## config.mk

```make
export PLATFORM = sky130hd
export DESIGN_NAME = rst_sequencer
export DESIGN_NICKNAME = d
export VERILOG_FILES = /design/src/rtl/rst_seq_pkg.sv /design/src/rtl/rst_seq_timer.sv /design/src/rtl/rst_sequencer.sv
export SDC_FILE = /design/constraint.sdc
export NUM_CORES = 1
export LEC_CHECK = 0
export BUFFER_PORTS_ARGS = -buffer_cell sky130_fd_sc_hd__buf_2
export CORE_AREA = 2 2 42 44
export CTS_CLUSTER_SIZE = 28
export DETAILED_ROUTE_END_ITERATION = 6
export DIE_AREA = 0 0 44 46
export PLACE_DENSITY = 0.78
export RECOVER_POWER = 25
export SLEW_MARGIN = 5
export SYNTH_ARGS = -nofsm -noshare
export SYNTH_HDL_FRONTEND = slang
export SYNTH_HIERARCHICAL = 1
export SYNTH_SLANG_ARGS = --single-unit
```

## constraint.sdc

```tcl
create_clock -name i_CLK -period 5.45 [get_ports i_CLK]
set_input_delay 0.2725 -clock i_CLK [delete_from_list [all_inputs] [get_ports i_CLK]]
set_output_delay 0.2725 -clock i_CLK [all_outputs]
set_load 0.1 [all_outputs]
```

## src/rtl/rst_seq_pkg.sv

```systemverilog
// Shared types and sizing helpers for the reset sequencer.
// Optional ready handshake is enabled with the RST_SEQ_ACK_EN macro.
package rst_seq_pkg;

    typedef enum logic [1:0] {
        HOLD     = 2'd0,
        REL      = 2'd1,
        WAIT_RDY = 2'd2,
        DONE     = 2'd3
    } state_t;

    localparam int NUM_DOMAINS_DEF = 3;
    localparam int HOLD_CYCLES_DEF = 4;
    localparam int STEP_DELAY_DEF  = 2;
    localparam int ACK_TIMEOUT_DEF = 16;

    // Counter must hold the largest terminal value of any timed phase
    function automatic int cnt_width(int h, int s, int a);
        int m;
        m = h;
        if (s > m) m = s;
        if (a > m) m = a;
        return $clog2(m) + 1;
    endfunction

    localparam int CNT_W_DEF   = cnt_width(HOLD_CYCLES_DEF, STEP_DELAY_DEF,
                                           ACK_TIMEOUT_DEF);
    localparam int STAGE_W_DEF = $clog2(NUM_DOMAINS_DEF + 1);

endpackage

```

## src/rtl/rst_seq_timer.sv

```systemverilog
// Up-counter with synchronous clear and terminal-count compare.
// Shared by the HOLD, REL and WAIT_RDY phases of the sequencer.
module rst_seq_timer #(
    parameter int W = 4
) (
    input  logic         i_CLK,
    input  logic         i_RST,
    input  logic         i_CLR,
    input  logic [W-1:0] i_TC_VAL,
    output logic         o_TC
);

    logic [W-1:0] r_cnt;

    // Count every edge; a clear returns to zero for the next phase
    always_ff @(posedge i_CLK or negedge i_RST) begin
        if (!i_RST)     r_cnt <= '0;
        else if (i_CLR) r_cnt <= '0;
        else            r_cnt <= r_cnt + 1'b1;
    end

    assign o_TC = (r_cnt == i_TC_VAL);

endmodule

```

## src/rtl/rst_sequencer.sv

```systemverilog
// Releases per-domain active-low resets in order with fixed spacing.
// Define RST_SEQ_ACK_EN to wait for per-domain ready after each release.
module rst_sequencer
    import rst_seq_pkg::*;
#(
    parameter int NUM_DOMAINS = NUM_DOMAINS_DEF,
    parameter int HOLD_CYCLES = HOLD_CYCLES_DEF,
    parameter int STEP_DELAY  = STEP_DELAY_DEF,
    parameter int ACK_TIMEOUT = ACK_TIMEOUT_DEF
) (
    input  logic                               i_CLK,
    input  logic                               i_RST,
    input  logic                               i_SW_RST_REQ,
    output logic [NUM_DOMAINS-1:0]             o_RST_N,
    output logic [$clog2(NUM_DOMAINS+1)-1:0]   o_STAGE,
    output logic                               o_SEQ_DONE
`ifdef RST_SEQ_ACK_EN
    ,
    input  logic [NUM_DOMAINS-1:0]             i_DOMAIN_RDY,
    output logic                               o_SEQ_ERR
`endif
);

    localparam int CW = cnt_width(HOLD_CYCLES, STEP_DELAY, ACK_TIMEOUT);
    localparam int SW = $clog2(NUM_DOMAINS + 1);
    localparam int IW = (NUM_DOMAINS > 1) ? $clog2(NUM_DOMAINS) : 1;

    state_t                 r_state;
    state_t                 w_state_nxt;
    logic [IW-1:0]          r_idx;
    logic [IW-1:0]          w_idx_nxt;
    logic [NUM_DOMAINS-1:0] r_rst_n;
    logic [NUM_DOMAINS-1:0] w_rst_n_nxt;
    logic [SW-1:0]          r_stage;
    logic [SW-1:0]          w_stage_nxt;
    logic                   r_done;
    logic                   w_done_nxt;
    logic                   w_clr;
    logic                   w_tc;
    logic [CW-1:0]          w_tc_val;
    logic                   w_last;
`ifdef RST_SEQ_ACK_EN
    logic                   r_err;
    logic                   w_err_nxt;
    logic                   w_rdy;
    assign w_rdy = i_DOMAIN_RDY[r_idx];
`endif

    assign w_last = (r_idx == IW'(NUM_DOMAINS - 1));

    // Terminal count depends on which timed phase is active
    always_comb begin
        w_tc_val = CW'(HOLD_CYCLES - 1);
        case (r_state)
            REL:      w_tc_val = CW'(STEP_DELAY - 1);
            WAIT_RDY: w_tc_val = CW'(ACK_TIMEOUT - 1);
            default:  w_tc_val = CW'(HOLD_CYCLES - 1);
        endcase
    end

    rst_seq_timer #(
        .W (CW)
    ) u_timer (
        .i_CLK    (i_CLK),
        .i_RST    (i_RST),
        .i_CLR    (w_clr),
        .i_TC_VAL (w_tc_val),
        .o_TC     (w_tc)
    );

    // State, domain index and registered outputs
    always_ff @(posedge i_CLK or negedge i_RST) begin
        if (!i_RST) begin
            r_state <= HOLD;
            r_idx   <= '0;
            r_rst_n <= '0;
            r_stage <= '0;
            r_done  <= 1'b0;
`ifdef RST_SEQ_ACK_EN
            r_err   <= 1'b0;
`endif
        end else begin
            r_state <= w_state_nxt;
            r_idx   <= w_idx_nxt;
            r_rst_n <= w_rst_n_nxt;
            r_stage <= w_stage_nxt;
            r_done  <= w_done_nxt;
`ifdef RST_SEQ_ACK_EN
            r_err   <= w_err_nxt;
`endif
        end
    end

    // Next state, next index and timer clear; software request wins
    always_comb begin
        w_state_nxt = r_state;
        w_idx_nxt   = r_idx;
        w_clr       = 1'b0;
        if (i_SW_RST_REQ) begin
            w_state_nxt = HOLD;
            w_idx_nxt   = '0;
            w_clr       = 1'b1;
        end else begin
            case (r_state)
                HOLD: begin
                    if (w_tc) begin
                        w_clr       = 1'b1;
                        w_state_nxt = REL;
                    end
                end
                REL: begin
                    if (w_tc) begin
                        w_clr = 1'b1;
`ifdef RST_SEQ_ACK_EN
                        w_state_nxt = WAIT_RDY;
`else
                        if (w_last) w_state_nxt = DONE;
                        else        w_idx_nxt   = r_idx + 1'b1;
`endif
                    end
                end
`ifdef RST_SEQ_ACK_EN
                WAIT_RDY: begin
                    if (w_rdy || w_tc) begin
                        w_clr = 1'b1;
                        if (w_last) begin
                            w_state_nxt = DONE;
                        end else begin
                            w_state_nxt = REL;
                            w_idx_nxt   = r_idx + 1'b1;
                        end
                    end
                end
`endif
                DONE: w_clr = 1'b1;
                default: begin
                    w_state_nxt = HOLD;
                    w_idx_nxt   = '0;
                    w_clr       = 1'b1;
                end
            endcase
        end
    end

    // Output register updates for each release / completion event
    always_comb begin
        w_rst_n_nxt = r_rst_n;
        w_stage_nxt = r_stage;
        w_done_nxt  = r_done;
`ifdef RST_SEQ_ACK_EN
        w_err_nxt   = r_err;
`endif
        if (i_SW_RST_REQ) begin
            w_rst_n_nxt = '0;
            w_stage_nxt = '0;
            w_done_nxt  = 1'b0;
`ifdef RST_SEQ_ACK_EN
            w_err_nxt   = 1'b0;
`endif
        end else begin
            case (r_state)
                HOLD, DONE: ;
                REL: begin
                    if (w_tc) begin
                        w_rst_n_nxt = r_rst_n | (NUM_DOMAINS'(1) << r_idx);
                        w_stage_nxt = SW'(r_idx) + 1'b1;
`ifndef RST_SEQ_ACK_EN
                        if (w_last) w_done_nxt = 1'b1;
`endif
                    end
                end
`ifdef RST_SEQ_ACK_EN
                WAIT_RDY: begin
                    if (w_rdy || w_tc) begin
                        if (!w_rdy) w_err_nxt = 1'b1;
                        if (w_last) w_done_nxt = 1'b1;
                    end
                end
`endif
                default: begin
                    w_rst_n_nxt = '0;
                    w_stage_nxt = '0;
                    w_done_nxt  = 1'b0;
                end
            endcase
        end
    end

    assign o_RST_N    = r_rst_n;
    assign o_STAGE    = r_stage;
    assign o_SEQ_DONE = r_done;
`ifdef RST_SEQ_ACK_EN
    assign o_SEQ_ERR  = r_err;
`endif

endmodule

```

### After elaboration in Yosys (flattened, before gate mapping)

Cells that the tools add are included.

* add/subtract/negate cells: 2
* equal/unequal tests: 11
* shifts and indexed selects: 1
* multiplexer cells: 24
* bitwise operators: 1
* reduce and logical (&&, ||, !) cells: 7

Operator list (number)
* 2-bit 2-to-1 mux: 9
* 2-bit one-hot mux with 2 select lines: 2
* 4-bit one-hot mux with 2 select lines: 1
* 2-bit == test, second input constant: 3
* 1-bit 2-to-1 mux: 6
* 3-bit 2-to-1 mux: 2
* 3-bit by 2-bit inequality test with 1-bit output, second input constant: 2
* 3-bit inequality test, second input constant: 2
* 2-bit one-hot mux with 3 select lines: 1
* 3-bit one-hot mux with 2 select lines: 1
* 3-bit AND reduction: 2
* 5-bit by 1-bit adder with 5-bit output, second input constant: 1
* 5-bit by 4-bit == test with 1-bit output: 1
* 5-bit 2-to-1 mux: 1
* 4-bit AND reduction: 1
* 2-bit OR reduction: 2
* 3-bit OR: 1
* 1-bit by 2-bit left shift with 3-bit output, first input constant: 1
* 2-bit by 1-bit adder with 2-bit output, second input constant: 1
* 2-bit by 1-bit == test with 1-bit output, second input constant: 1
* 2-bit logical NOT: 1
* 2-bit by 1-bit inequality test with 1-bit output, second input constant: 1
* 2-bit inequality test, second input constant: 1
* 1-bit one-hot mux with 2 select lines: 1
* 2-bit AND reduction: 1

* register bits after elaboration: 15
* output and inout port bits: 6
* word-level logic and storage cells: 52

### Logic depth before layout (Yosys ltp)

Gate-level depths: netlist of run 1.

* depth after elaboration: 7
* mapped depth: 11
* depth with buffers taken out: 9

### By module

Netlist of run 1, hierarchy kept.

Modules (own cells, without submodules)
* rst_sequencer: instances 1, cells an instance 67, area each 645.6 µm², seq. area each 250.2 µm²
* rst_seq_timer: instances 1, cells an instance 23, area each 254.0 µm², seq. area each 125.1 µm²

### Worst setup path after synthesis of run 1

Ideal clock, no wire load.

* path type: reg2reg
* start point: register r_state[1]
* end point: register r_done (netlist: o_SEQ_DONE)
* arrival: 1.941 ns
* data required time: 5.351 ns
* path slack: 3.410 ns
* stages on the path, launching flop included: 12
* buffers on the path: 2
* cell sequence: dfrtp_1 > inv_1 > ha_1 > buf_6 > inv_1 > xnor2_1 > nand3_1 > nor3_2 > and2_1 > buf_6 > a21oi_2 > a311oi_1

* longest elaborated chain between the ends: 5

RTL lines
* from (decl): line rst_sequencer.sv:28 `state_t r_state;`
* from (signal assigned): line rst_sequencer.sv:83 `r_state <= w_state_nxt;`
* 2-bit == test / 2-bit by 1-bit == test with 1-bit output (equally long branches): line rst_sequencer.sv:54 `case (r_state)`
* 4-bit one-hot mux with 2 select lines *: line rst_sequencer.sv:54
* named net w_tc_val[1]: line rst_sequencer.sv:40 `logic [CW-1:0] w_tc_val;`
* 5-bit by 4-bit == test with 1-bit output *: line rst_seq_timer.sv:22 `assign o_TC = (r_cnt == i_TC_VAL);`
* named net w_tc: line rst_sequencer.sv:39 `logic w_tc;`
* 3-bit by 2-bit inequality test with 1-bit output (no source line) *
* 3-bit AND reduction (no source line) *
* to (signal assigned): line rst_sequencer.sv:87 `r_done <= w_done_nxt;`
* to (decl): line rst_sequencer.sv:36 `logic r_done;`

Mark *: on every way through the listed nets, which the timed path passes. The rest lies on a longest branch.
A chain may end at the register's enable or synchronous reset.

### Worst setup path in the final report of run 1

Ends and elaborated chain as after synthesis.

==> run_results.csv, run 1 <==
group,metric,value,unit
outcome,outcome,"finished clean",
global_route,grtUsageMet3,5.16,%
timing,period_share,45.2,%
timing,fmax,406,MHz
global_route,grt_busiest_layer,"met2",
final_layout,fin_area,971,µm²
pwr,power,308,µW
place,dp_slack,3.12,ns
timing,finClkSkew,0.0124,ns
global_route,met1_usage,24.4,%
pwr,p_sw,116,µW
timing,max_slew_margin,46.8,%
clock_network,h-tree-depth,1,
timing,min_period,2.46,ns
clock_network,cts.sinks,15,
final_layout,diodes,0,
logic_synthesis,ys_warn_count,6,
floorplan,rows,15,
final_layout,syn_to_final_growth,7.93,%
place,io_buffers,8,
logic_synthesis,synthDistinctLibCells,28,
floorplan,dieWidth,44,µm
setup_path,cp_common_cell,"inv_1",
global_route,grt_util_all_layers,17.9,%
pwr,p_sw_share,37.5,%
logic_synthesis,netlist_area,900,µm²
global_route,grt_overflow,0,
floorplan,die-height,46,µm
logic_synthesis,synth_top_area_share,41.7,%
floorplan,io_pins,9,
pwr,p_comb_share,36.4,%
setup_path,worstPathRequired,5.61,ns
place,globalplace.congestion,0.761,
drt,viasPerCell,5.38,
place,dp.final_hpwl,1100,µm
timing,setup_ws,2.99,ns
global_route,use_met2,25.9,%
logic_synthesis,seq_area_frac_synth,41.7,%
clock_network,cts_made_buffers,3,
timing,worstMarginPinSlew,0.798,ns
global_route,grt_max_degree,16,
setup_path,cp_top_family,"simple AND/OR/NAND/NOR gates",
timing,hold_viol,0,
global_route,antenna_found_initial,0,
clock_network,cts_root_buf,"clkbuf_4",
setup_path,critPathSlowestCell,"dfrtp_1",
pwr,p_leak,0.000437,µW
final_layout,drive_gt1_share,17.0,%
timing,tns,0,ns
drt,wl,1510,µm
floorplan,coreArea,1610,µm²
global_route,grt_pass1_vias,563,
floorplan,start_util,55.7,%
drt,wl_per_cell,12.9,µm
drt,drt_iter0_drc,11,
logic_synthesis,syn_inst,90,
setup_path,worstSetupPathType,"reg -> reg",
logic_synthesis,synthTopCellsByArea,"dfrtp_1 (42%), ha_1 (13%), xnor2_1 (3.9%)",
timing,rsz0062_at_grt,"false",
drt,vias,630,
logic_synthesis,yosysTopAreaCell,"dfrtp_1",
clock_network,clk_pin_slew_worst_paths,0.10,ns
logic_synthesis,avgSynthCellArea,10.0,µm²
setup_path,crit_fanout,9,
clock_network,post_cts_resized,0,
pwr,p_clk_share,19.9,%
clock_network,cts_tree,"built",
pwr,p_int,193,µW
pwr,peakVddDrop,0.292,mV
setup_path,worstPathArrival,2.62,ns
pwr,seqPwrFrac,43.7,%
drt,drtPass1Iterations,4,
pwr,powerDensity,318,nW/µm²
floorplan,die_area,2020,µm²
setup_path,slowest_delay,0.45,ns
drt,drcViolationCount,0,
hold_path,hold_path.class,"in -> reg",
setup_path,cp_cell_sequence,"inv_1 -> ha_1 -> inv_1 -> xnor2_1 -> nand3_1 -> nor3_2 -> and2_1 -> a21oi_2 -> a311oi_1",
setup_path,end_kind,"flip-flop",
timing,finalMaxSlewViolations,0,
logic_synthesis,synth_fp_nets,102,
job,max-cap-violations,0,
setup_path,crit_buf_inv,2,
drt,final_antenna_net_count,0,
setup_path,worst_setup_path_start_kind,"flip-flop",
clock_network,clkLatencyLatePin,0.28,ns
place,placed_area,935,µm²
logic_synthesis,ys_seq_elements,15,
clock_network,clockBufferDepth,2,
timing,setup_viol,0,
global_route,grt_pass1_wl,2480,µm
final_layout,nets,113,
-- layout by cell type (no fill, tap or decap) --
master and instances:
dfrtp_1 15, ha_1 9, inv_1 8, nor2_1 8, buf_2 7, nand3_1 6
a21oi_1 6, xor2_1 4, xnor2_1 4, o21ai_0 3, clkbuf_4 3, nand2_1 2
a311o_1 2, and2_1 2, a31oi_1 2, a311oi_1 2, nor2b_1 2, conb_1 2
o21bai_1 1, or2_2 1, nand2b_1 1, or3_1 1, nand2b_4 1, a21o_2 1
a2111oi_2 1, a21oi_2 1, o31ai_1 1, clkinv_2 1, dlygate4sd3_1 1, clkbuf_1 1
nor3_2 1
-- registers in the layout, summed over array words and instances (netlist names) --
name	count
u_timer/r_cnt	5
o_RST_N	3
o_STAGE	2
r_idx	2
r_state	2
o_SEQ_DONE	1
-- layout make-up --
| cell class | instances | area (µm²) |
|---|---|---|
| inverters | 8 | 30.0 |
| fillers | 145 | 643 |
| clock buffers | 3 | 22.5 |
| repair buffers | 9 | 48.8 |
| flip-flops and latches | 15 | 375 |
| well taps | 17 | 21.3 |
| multi-input cells | 64 | 468 |
| clock inverters | 1 | 5.00 |
-- power by group through the flow --
stage / registers (µW) / clock network (µW) / logic (µW)
floorplan: 139 / 0 / 91.7
CTS: 135 / 63.4 / 112
detailed placement: 137 / 0 / 110
global route: 137 / 69.6 / 126
finish: 135 / 61.4 / 112
global placement: 137 / 0 / 109
-- worst register-to-register path, delay by kind of cell, from the launching register on --
family / cells / cell delay, ns
compound gates: 2 / 0.39
xor+xnor: 1 / 0.18
fa+ha+maj: 1 / 0.32
buf+inv: 2 / 0.28
flops: 1 / 0.45
simple gates: 3 / 0.73
-- final timing paths --
path	startpoint	endpoint	slack (ns)	cells past startpoint
hold reg to reg	u_timer/r_cnt[0]	u_timer/r_cnt[0]	0.50	1
min in group asynchronous	i_RST	o_STAGE[1]	0.59	2
setup reg to reg	r_state[1]	o_SEQ_DONE	2.99	9
hold / removal	i_SW_RST_REQ	o_STAGE[0]	0.29	2
max in group asynchronous	i_RST	u_timer/r_cnt[2]	4.36	2
setup / recovery	r_state[1]	o_SEQ_DONE	2.99	9
-- logic make-up (layout without fill, tap and decap cells) --
logic type               count (synthesis)  after routing  synth area share (%)
flip-flops                              15             15                  41.7
other                                    2              2                 0.835
adder cells (fa/ha/maj)                  9              9                  12.5
XOR/XNOR                                 8              8                  7.79
AND/OR/NAND/NOR                         25             25                  15.0
AO/OA/AOI/OAI                           20             20                  15.9
buffers and inverters                   11             21                  6.26
-- what timing repair did --
| action | CTS | global route |
|---|---|---|
| endpoints found under the hold margin | 15 | 0 |
| setup buffers | 0 | 0 |
| hold buffers | 1 | 0 |
-- routing by layer --
layer | share of wire, % | vias to the layer above
met5 | 0 | -
met4 | 0.86 | 0
met3 | 4.0 | 2
met2 | 47 | 12
met1 | 48 | 294
li1 | - | 322
-- per-stage QoR --
step	hold slack (ns)	std cells	util, %
2_1_floorplan	-0.0231	90	-
3_3_place_gp	0.192	112	57.9
3_5_place_dp	0.191	112	57.9
4_1_cts	0.279	117	60.2
5_1_grt	0.280	117	60.2
6_report	0.287	117	60.2
-- synthesized netlist by cell type --
library cell	n
a2111oi_2	1
a21o_2	1
a21oi_1	6
a21oi_2	1
a311o_1	2
a311oi_1	2
a31oi_1	2
and2_1	2
buf_6	2
clkbuf_1	1
conb_1	2
dfrtp_1	15
ha_1	9
inv_1	8
nand2_1	2
nand2b_1	1
nand2b_4	1
nand3_1	6
nor2_1	8
nor2b_1	2
nor3_2	1
o21ai_0	3
o21bai_1	1
o31ai_1	1
or2_2	1
or3_1	1
xnor2_1	4
xor2_1	4
Note: power is estimated with default switching activity, not from simulation.
==> run 2, diff against run 1 <==
--- a/config.mk
+++ b/config.mk
@@ -5,12 +5,13 @@
 export SDC_FILE = /design/constraint.sdc
 export NUM_CORES = 1
 export LEC_CHECK = 0
+export ABC_AREA = 1
 export BUFFER_PORTS_ARGS = -buffer_cell sky130_fd_sc_hd__buf_2
-export CORE_AREA = 2 2 42 44
+export CORE_AREA = 2 2 43 45
 export CTS_CLUSTER_SIZE = 28
 export DETAILED_ROUTE_END_ITERATION = 6
-export DIE_AREA = 0 0 44 46
-export PLACE_DENSITY = 0.78
+export DIE_AREA = 0 0 45 47
+export PLACE_DENSITY = 0.74
 export RECOVER_POWER = 25
 export SLEW_MARGIN = 5
 export SYNTH_ARGS = -nofsm -noshare
==> constraint.sdc (replaced) <==
create_clock -name i_CLK -period 2.5 [get_ports i_CLK]
set_input_delay 0.125 -clock i_CLK [delete_from_list [all_inputs] [get_ports i_CLK]]
set_output_delay 0.125 -clock i_CLK [all_outputs]
set_load 0.1 [all_outputs]
==> run 2 against run 1 <==
Effect of this change:
- sequential share of layout area is 0.54 points lower
- first-iteration DRC count is 100% higher
- final cell count is 26% higher
- largest power group is now combinational logic
- worst hold slack worse by 0.068 ns
- non-clock buffer count stayed put
- global-route usage is 0.92 points lower
==> run_results.csv, run 2 <==
group,metric,value,unit
final_layout,nets,143,
pwr,power,905,µW
timing,rsz0062_at_grt,"false",
clock_network,clk_pin_slew_worst_paths,0.09,ns
timing,hold_viol,0,
drt,drtPass1Iterations,5,
global_route,grt_util_all_layers,17.0,%
floorplan,io_pins,9,
timing,period_share,76.2,%
global_route,grtUsageMet3,2.31,%
setup_path,worstPathRequired,2.69,ns
drt,final_antenna_net_count,0,
hold_path,hold_depth,4,
drt,drcViolationCount,0,
setup_path,worst_setup_path_start_kind,"flip-flop",
place,globalplace.congestion,0.843,
final_layout,diodes,0,
floorplan,coreArea,1650,µm²
floorplan,die_area,2120,µm²
final_layout,mostFrequentLayoutCell,"nand2_1",
logic_synthesis,synthDistinctLibCells,15,
timing,hold-worst-slack,0.219,ns
logic_synthesis,postSynth.asyncResetShare,100,%
logic_synthesis,ys_seq_elements,15,
hold_path,hold_path.class,"in -> reg",
clock_network,h-tree-depth,1,
job,max-cap-violations,0,
floorplan,start_util,53.6,%
timing,finClkSkew,0.00704,ns
drt,viasPerCell,4.90,
clock_network,cts.sinks,15,
global_route,grt_pass1_vias,622,
timing,setup_viol,0,
logic_synthesis,synth_top_area_share,42.4,%
pwr,peakVddDrop,0.508,mV
global_route,antenna_found_initial,0,
setup_path,worstPathArrival,2.09,ns
place,dp.final_hpwl,1180,µm
logic_synthesis,muxShareOfSynthArea,0,%
final_layout,fin_area,985,µm²
timing,min_period,1.91,ns
clock_network,cts_tree,"built",
timing,fmax,525,MHz
clock_network,clockBufferDepth,2,
final_layout,drive_gt1_share,8.46,%
logic_synthesis,synth_compound_area_share,3.39,%
logic_synthesis,synthSimpleGateAreaFrac,28.6,%
setup_path,reg2reg_depth,11,
final_layout,largest_reg_flops,5,
timing,worstMarginPinSlew,0.799,ns
clock_network,clkLatencyLatePin,0.29,ns
global_route,use_met2,28.0,%
outcome,outcome,"finished clean",
logic_synthesis,netlist_area,885,µm²
logic_synthesis,yosysTopAreaCell,"dfrtp_1",
logic_synthesis,syn_inst,116,
setup_path,crit_fanout,7,
logic_synthesis,avgSynthCellArea,7.63,µm²
timing,finalMaxSlewViolations,0,
logic_synthesis,synthTopCellsByArea,"dfrtp_1 (42%), nand2_1 (14%), ha_1 (13%)",
logic_synthesis,ys_warn_count,6,
final_layout,layout_common_cells,"nand2_1 (34), inv_1 (18), dfrtp_1 (15)",
timing,max_slew_margin,46.7,%
place,placed_area,950,µm²
logic_synthesis,synth-adder-area-share,12.7,%
floorplan,rows,15,
logic_synthesis,seq_area_frac_synth,42.4,%
logic_synthesis,synth_edf_count,0,
place,io_buffers,8,
clock_network,cts_root_buf,"clkbuf_4",
clock_network,cts_made_buffers,3,
logic_synthesis,yosysMostFrequentCell,"nand2_1",
floorplan,die-height,47,µm
logic_synthesis,synth_xor_area_share,3.96,%
global_route,grt_busiest_layer,"met2",
logic_synthesis,synth_common_cells,"nand2_1 (34), inv_1 (18), dfrtp_1 (15)",
logic_synthesis,synth_top_family_by_area,"simple AND/OR/NAND/NOR gates",
global_route,grt_overflow,0,
timing,tns,0,ns
global_route,grt_pass1_wl,2530,µm
global_route,met1_usage,21.7,%
floorplan,dieWidth,45,µm
final_layout,syn_to_final_growth,11.3,%
drt,drt_iter0_drc,22,
logic_synthesis,ys.flop_type,"dfrtp_1",
global_route,grt_max_degree,16,
drt,wl_per_cell,10.4,µm
setup_path,end_kind,"flip-flop",
drt,wl,1530,µm
drt,vias,720,
setup_path,worstSetupPathType,"reg -> reg",
final_layout,regMostFlops,"u_timer/r_cnt",
pwr,powerDensity,919,nW/µm²
pwr,p_leak,0.000538,µW
[run 2: cell types whose count changed in the layout (fill, tap and decap cells not counted), moves of 3 or more]
cell     before  now
nor2_1        8   13
nand4_1       0    5
inv_1         8   18
xor2_1        4    1
nand2_1       2   34
[run 2: path summary, 6_finish.rpt]
path	startpoint	to	slack [ns]
max in group asynchronous	i_RST	o_STAGE[0]	1.57
hold / removal	i_SW_RST_REQ	r_state[0]	0.22
min in group asynchronous	i_RST	u_timer/r_cnt[4]	0.43
hold reg to reg	o_SEQ_DONE	o_SEQ_DONE	0.48
setup / recovery	r_state[1]	r_state[0]	0.59
setup reg to reg	r_state[1]	r_state[0]	0.59
[run 2: critical path, stage by stage, from the launching register on]
cell	delay, ns
dfrtp_1	0.43
inv_1	0.12
ha_1	0.23
inv_1	0.09
xnor2_1	0.15
nand2_1	0.06
nor2_1	0.19
nor2_1	0.09
nand2_1	0.20
nand3_1	0.13
nand2_1	0.07
nand2_1	0.05
[run 2: layout make-up]
cell class                      instances  area [µm²]
Sequential cell                        15         375
Tap cell                               17        21.3
Clock buffer                            4        26.3
Timing Repair Buffer                    9        48.8
Fill cell                             149         667
Inverter                               19        71.3
Multi-Input combinational cell         83         442
[run 2: what timing repair did]
item                                   4_1_cts  5_1_grt
hold buffers                                 1        0
endpoints found under the hold margin       15        0
resized for setup                            0        0
buffers inserted                             0        0
[run 2: where the power goes]
part           total, µW  switching [µW]  internal (µW)
Sequential           336            45.8            291
Combinational        428             305            123
Clock                140            78.1           62.1
[run 2: per-stage QoR]
stage | util (%) | setup WS (ns) | cells
3_3_place_gp | 57.5 | 0.730 | 142
3_5_place_dp | 57.5 | 0.623 | 142
4_1_cts | 59.7 | 0.600 | 147
5_1_grt | 59.6 | 0.383 | 147
2_1_floorplan | - | 0.866 | 117
6_report | 59.6 | 0.595 | 147
[run 2: kinds of logic (layout without fill, tap and decap cells)]
logic type / count (synthesis) / in the layout
simple gates: 61 / 61
flops: 15 / 15
xor+xnor: 4 / 4
other cells: 2 / 3
compound gates: 6 / 6
fa+ha+maj: 9 / 9
buf+inv: 19 / 32
[run 2: layer usage]
layer / vias up / routed length (µm) / part of all wire [%]
li1: 385 / - / -
met5: - / 0 / 0
met1: 304 / 731 / 48
met4: 0 / 38 / 2.5
met2: 26 / 685 / 45
met3: 5 / 74 / 4.8
